### config.mk
export PLATFORM = sky130hd
export DESIGN_NAME = regfile_dump_reader
export DESIGN_NICKNAME = d
export VERILOG_FILES = /design/src/rtl/regfile_dump_pkg.sv /design/src/rtl/regfile_dump_reader.sv
export SDC_FILE = /design/constraint.sdc
export NUM_CORES = 1
export LEC_CHECK = 0
export ABC_AREA = 1
export CAP_MARGIN = 20
export CORE_ASPECT_RATIO = 1.4
export CORE_MARGIN = 1.5
export CORE_UTILIZATION = 45
export DETAILED_ROUTE_END_ITERATION = 8
export PLACE_DENSITY = 0.8
export SLEW_MARGIN = 20
export SYNTH_ARGS = -nofsm -noshare
export SYNTH_HDL_FRONTEND = slang
export SYNTH_SLANG_ARGS = --single-unit
### constraint.sdc
create_clock -name clk -period 1.2 [get_ports clk]
set_input_delay 0.12 -clock clk [delete_from_list [all_inputs] [get_ports clk]]
set_output_delay 0.12 -clock clk [all_outputs]
set_load 0.01 [all_outputs]
### src/rtl/regfile_dump_pkg.sv
// Shared widths and state encoding for the register-file dump reader.
package regfile_dump_pkg;

    localparam int unsigned DEFAULT_ADDR_W = 5;
    localparam int unsigned DEFAULT_DATA_W = 32;
    localparam int unsigned NUM_REGS       = 2 ** DEFAULT_ADDR_W;

    typedef enum logic [1:0] {
        IDLE = 2'd0,
        READ = 2'd1,
        SEND = 2'd2
    } dump_state_t;

endpackage

### src/rtl/regfile_dump_reader.sv
// Walks a (possibly wrapping) register range through a combinational read
// port and streams each (address, data) pair out over valid/ready.
module regfile_dump_reader
    import regfile_dump_pkg::*;
#(
    parameter int unsigned ADDR_W = DEFAULT_ADDR_W,
    parameter int unsigned DATA_W = DEFAULT_DATA_W
) (
    input  logic                clk,
    input  logic                reset,
    input  logic                start,
    input  logic [ADDR_W-1:0]   first_addr,
    input  logic [ADDR_W-1:0]   last_addr,
    input  logic                abort,
    output logic [ADDR_W-1:0]   rd_addr,
    input  logic [DATA_W-1:0]   rd_data,
    output logic                out_valid,
    input  logic                out_ready,
    output logic [ADDR_W-1:0]   out_addr,
    output logic [DATA_W-1:0]   out_data,
    output logic                out_last,
    output logic                busy,
    output logic                done,
    output logic [ADDR_W:0]     beat_count
);

    localparam int unsigned CNT_W = ADDR_W + 1;

    dump_state_t        state;
    dump_state_t        state_nxt;
    logic [ADDR_W-1:0]  ptr;
    logic [ADDR_W-1:0]  end_addr;
    logic               accept;
    logic               hs;

    // State register
    always_ff @(posedge clk) begin
        if (reset) begin
            state <= IDLE;
        end else begin
            state <= state_nxt;
        end
    end

    // Next state; abort beats a same-cycle handshake, start is only seen in IDLE
    always_comb begin
        state_nxt = state;
        accept    = 1'b0;
        hs        = 1'b0;
        case (state)
            IDLE: begin
                if (start) begin
                    accept    = 1'b1;
                    state_nxt = READ;
                end
            end
            READ: begin
                state_nxt = abort ? IDLE : SEND;
            end
            SEND: begin
                if (abort) begin
                    state_nxt = IDLE;
                end else if (out_ready) begin
                    hs        = 1'b1;
                    state_nxt = out_last ? IDLE : READ;
                end
            end
            default: begin
                state_nxt = IDLE;
            end
        endcase
    end

    // Datapath and registered outputs; rd_addr tracks ptr whenever busy
    always_ff @(posedge clk) begin
        if (reset) begin
            ptr        <= '0;
            end_addr   <= '0;
            rd_addr    <= '0;
            out_valid  <= 1'b0;
            out_addr   <= '0;
            out_data   <= '0;
            out_last   <= 1'b0;
            busy       <= 1'b0;
            done       <= 1'b0;
            beat_count <= '0;
        end else begin
            done <= 1'b0;
            busy <= (state_nxt != IDLE);

            if (accept) begin
                ptr        <= first_addr;
                end_addr   <= last_addr;
                rd_addr    <= first_addr;
                beat_count <= '0;
            end

            if (state == READ && !abort) begin
                out_data  <= rd_data;
                out_addr  <= ptr;
                out_last  <= (ptr == end_addr);
                out_valid <= 1'b1;
            end

            if (state != IDLE && abort) begin
                out_valid <= 1'b0;
                out_last  <= 1'b0;
                rd_addr   <= '0;
            end

            if (hs) begin
                out_valid  <= 1'b0;
                beat_count <= beat_count + CNT_W'(1);
                if (out_last) begin
                    done     <= 1'b1;
                    out_last <= 1'b0;
                    rd_addr  <= '0;
                end else begin
                    ptr     <= ptr + ADDR_W'(1);
                    rd_addr <= ptr + ADDR_W'(1);
                end
            end
        end
    end

endmodule

==> reports/metrics.yaml <==
finish:
  fin_nets: 534
  fin_area_um2: 4170
  layout_common_cells: "nand2_1, dfxtp_1, dlygate4sd2_1"
  drive_gt1_share_pct: 19.2
  instances_no_fill: 560
  layout_commonest_cell: "nand2_1"
  synthToLayoutAreaGrowth_pct: 51.1
  antenna_cells: 0
  fin_util_pct: 70.6
power:
  combPwrFrac_pct: 16.1
  pwr-share-clk_pct: 35.7
  p_per_area_nw_per_um2: 1140
  switching_power_w: 0.00127
  sw_frac_of_total_pct: 26.7
  p_int_w: 0.00347
  peakVddDrop_v: 0.000706
  p_leak_nw: 1.92
  p_seq_share_pct: 48.2
timing:
  worst_pin_slew_ns: 0.373
  setup_violations: 0
  drv_slew: 0
  fin_crit_ns: 1.18
  finClkSkew_ns: 0.0113
  fmax_ghz: 0.846
  maxSlewHeadroom_pct: 75.1
  hold_violations: 0
  grt_setup_unrepaired: "true"
  period_share_pct: 98.5
  setup_tns_ns: 0
global_route:
  gr-total-overflow: 0
  grt_pass1_vias: 2505
  grt_usage_pct: 21.5
  grt_max_degree: 33
  grt_antenna_before_repair: 0
  grt_pass1_wl_um: 11400
route:
  drt_iter0_markers: 120
  remaining_drc_errors: 0
  drt_wl_total_um: 7160
  routed_via_density: 4.94
  wl_per_cell_um: 12.8
  ant_nets: 0
  vias: 2767
  firstDrtPassIters: 4
clock_network:
  clock_sink_count: 64
  htree_num_levels: 3
  path_clk_slew_ns: 0.07
  cts_buffer_depth: 2
  postCtsHoldBufs: 0
  clockRootBuffer: "clkbuf_8"
  cts-buffers-inserted: 9
  clock_latency_ns: 0.34
  cts_tree: "done"
synthesis:
  ys_ff_latch: 64
  syn_nets: 415
  synth_area_um2: 2760
  synth_cell_types: 28
  syn_area_per_cell_um2: 7.54
  ys_seq_area_share_pct: 46.4
  yosys_warnings: 0
  netlist_instances: 366
die:
  die_w_um: 69.2
  num_rows: 33
  initial_core_util_pct: 46.7
  dieArea_um2: 6620
  die_y_um: 95.6
  core_area_um2: 5900
  io_pins: 99
worst_setup_path:
  r2r_slack_ns: 0.02
  start_kind: "register"
  worstPathMaxFanout: 7
  path_cells: "nor2_4 > nand2_4 > buf_12 > nand2_1 > nand3_1 > a21oi_1"
  path_buf_inv: 1
  ff2ff_path_depth: 6
  worstSetupStartpoint: "state[1]"
  cp.depth: 6
  cp_data_arrival_time_ns: 1.45
  max_stage_delay_ns: 0.37
  worstPathRequired_ns: 1.47
  worstSetupPathType: "register to register"
  crit_path_end_kind: "register"
  endpoint: "ptr[4]"
  r2r_start: "state[1]"
  worstReg2RegEnd: "ptr[4]"
  cp_slowest_cell: "dfxtp_4"
  critical-path-top-delay-family: "simple AND/OR/NAND/NOR gates"
place:
  dp.cells: 542
  io_buffers: 98
  place.gp.congestion: 0.883
  place_area_um2: 3940
  dp_hpwl_um: 5090
run:
  maxCapViolCount: 0
hold_path:
  hold_class: "input pin to register"
run_status:
  outcome: "completed"
worst register-to-register path, delay by kind of cell (launching register included):
| kind | cells | cell delay (ns) |
|---|---|---|
| AO/OA/AOI/OAI | 1 | 0.15 |
| buffers and inverters | 1 | 0.15 |
| flip-flops | 1 | 0.37 |
| AND/OR/NAND/NOR | 4 | 0.43 |
what timing repair did:
action / 4_1_cts / 5_1_grt
resized for setup: 56 / 24
buffers inserted: 0 / 1
setup endpoints to repair: 75 / 31
cloned: 0 / 1
pin swaps: 1 / 4
area by class of cell:
cell class | count | area (µm²)
flip-flops and latches | 64 | 1290
repair buffers | 125 | 1180
multi-input cells | 255 | 1290
clock buffers | 12 | 155
inverters | 30 | 128
fillers | 473 | 1740
clock inverters | 4 | 28.8
well taps | 70 | 87.6
routing by layer:
layer,up-vias,part of all wire (%),track usage (%)
li1,1401,-,-
met1,1267,41,24.3
met2,92,52,38.8
met3,7,6.2,5.29
met4,0,1.2,8.50
met5,-,0,0
synth_stat cells:
master    number  area [µm²]
a21oi_1       41         205
nor2_1        29         109
o21ai_1        1        5.00
or2_2          1        6.26
clkbuf_1       4        15.0
inv_4          1        6.26
nor2_2         3        18.8
o21ai_0       10        50.1
inv_1         26        97.6
xor2_1         1        8.76
inv_2          3        11.3
a21oi_2       12         105
o21ai_2        2        17.5
buf_2          6        30.0
nand2_2       10        62.6
ha_1           2        25.0
nand3_2        1        10.0
nand2_1      111         417
nand3b_1       1        7.51
nand4_1        8        50.1
nor2_4         2        22.5
nand3_4        1        17.5
buf_6          6        67.6
dfxtp_1       64        1280
xnor2_1        1        8.76
buf_4          1        7.51
nand2_4        1        11.3
nand3_1       17        85.1
worst min-delay path by stage:
stage	depth (start not counted)	startpoint	to	slack (ns)
floorplan	2	rd_data[0]	out_data[0]	0.26
global placement	2	reset	beat_count[3]	0.38
detailed placement	2	reset	beat_count[3]	0.38
CTS	2	reset	beat_count[3]	0.02
global route	2	reset	beat_count[3]	0.03
finish	2	reset	beat_count[3]	0.03
per-stage QoR:
stage                     total power [W]  hold slack [ns]  setup WS, ns
after global placement            0.00310            0.375        -0.170
final                             0.00474           0.0258        0.0181
after CTS                         0.00475           0.0179        0.0177
after global routing              0.00493           0.0312       -0.0695
after floorplan                   0.00270            0.256        0.0911
after detailed placement          0.00311            0.382        -0.234
state kept, by name (all words and copies together) (netlist names):
register and flops:
out_valid 1, end_addr 5, busy 1, state 2
done 1, ptr 5, rd_addr 5, out_addr 5
out_last 1, out_data 32, beat_count 6
cell families (layout without fill, tap and decap cells):
| group | count (synthesis) | after routing | share of synthesized area [%] |
|---|---|---|---|
| AO/OA/AOI/OAI | 66 | 66 | 13.9 |
| XOR/XNOR | 2 | 2 | 0.635 |
| adder cells (fa/ha/maj) | 2 | 2 | 0.907 |
| buffers and inverters | 47 | 171 | 8.53 |
| flip-flops | 64 | 64 | 46.4 |
| AND/OR/NAND/NOR | 185 | 185 | 29.6 |
power groups by stage:
stage | Clock [W] | Sequential [W] | Combinational, W
2_1_floorplan | 0 | 0.00235 | 0.000345
3_3_place_gp | 0 | 0.00233 | 0.000777
3_5_place_dp | 0 | 0.00233 | 0.000784
4_1_cts | 0.00172 | 0.00228 | 0.000745
5_1_grt | 0.00180 | 0.00230 | 0.000835
6_report | 0.00169 | 0.00228 | 0.000762
Power figures use the tool's default switching activity.
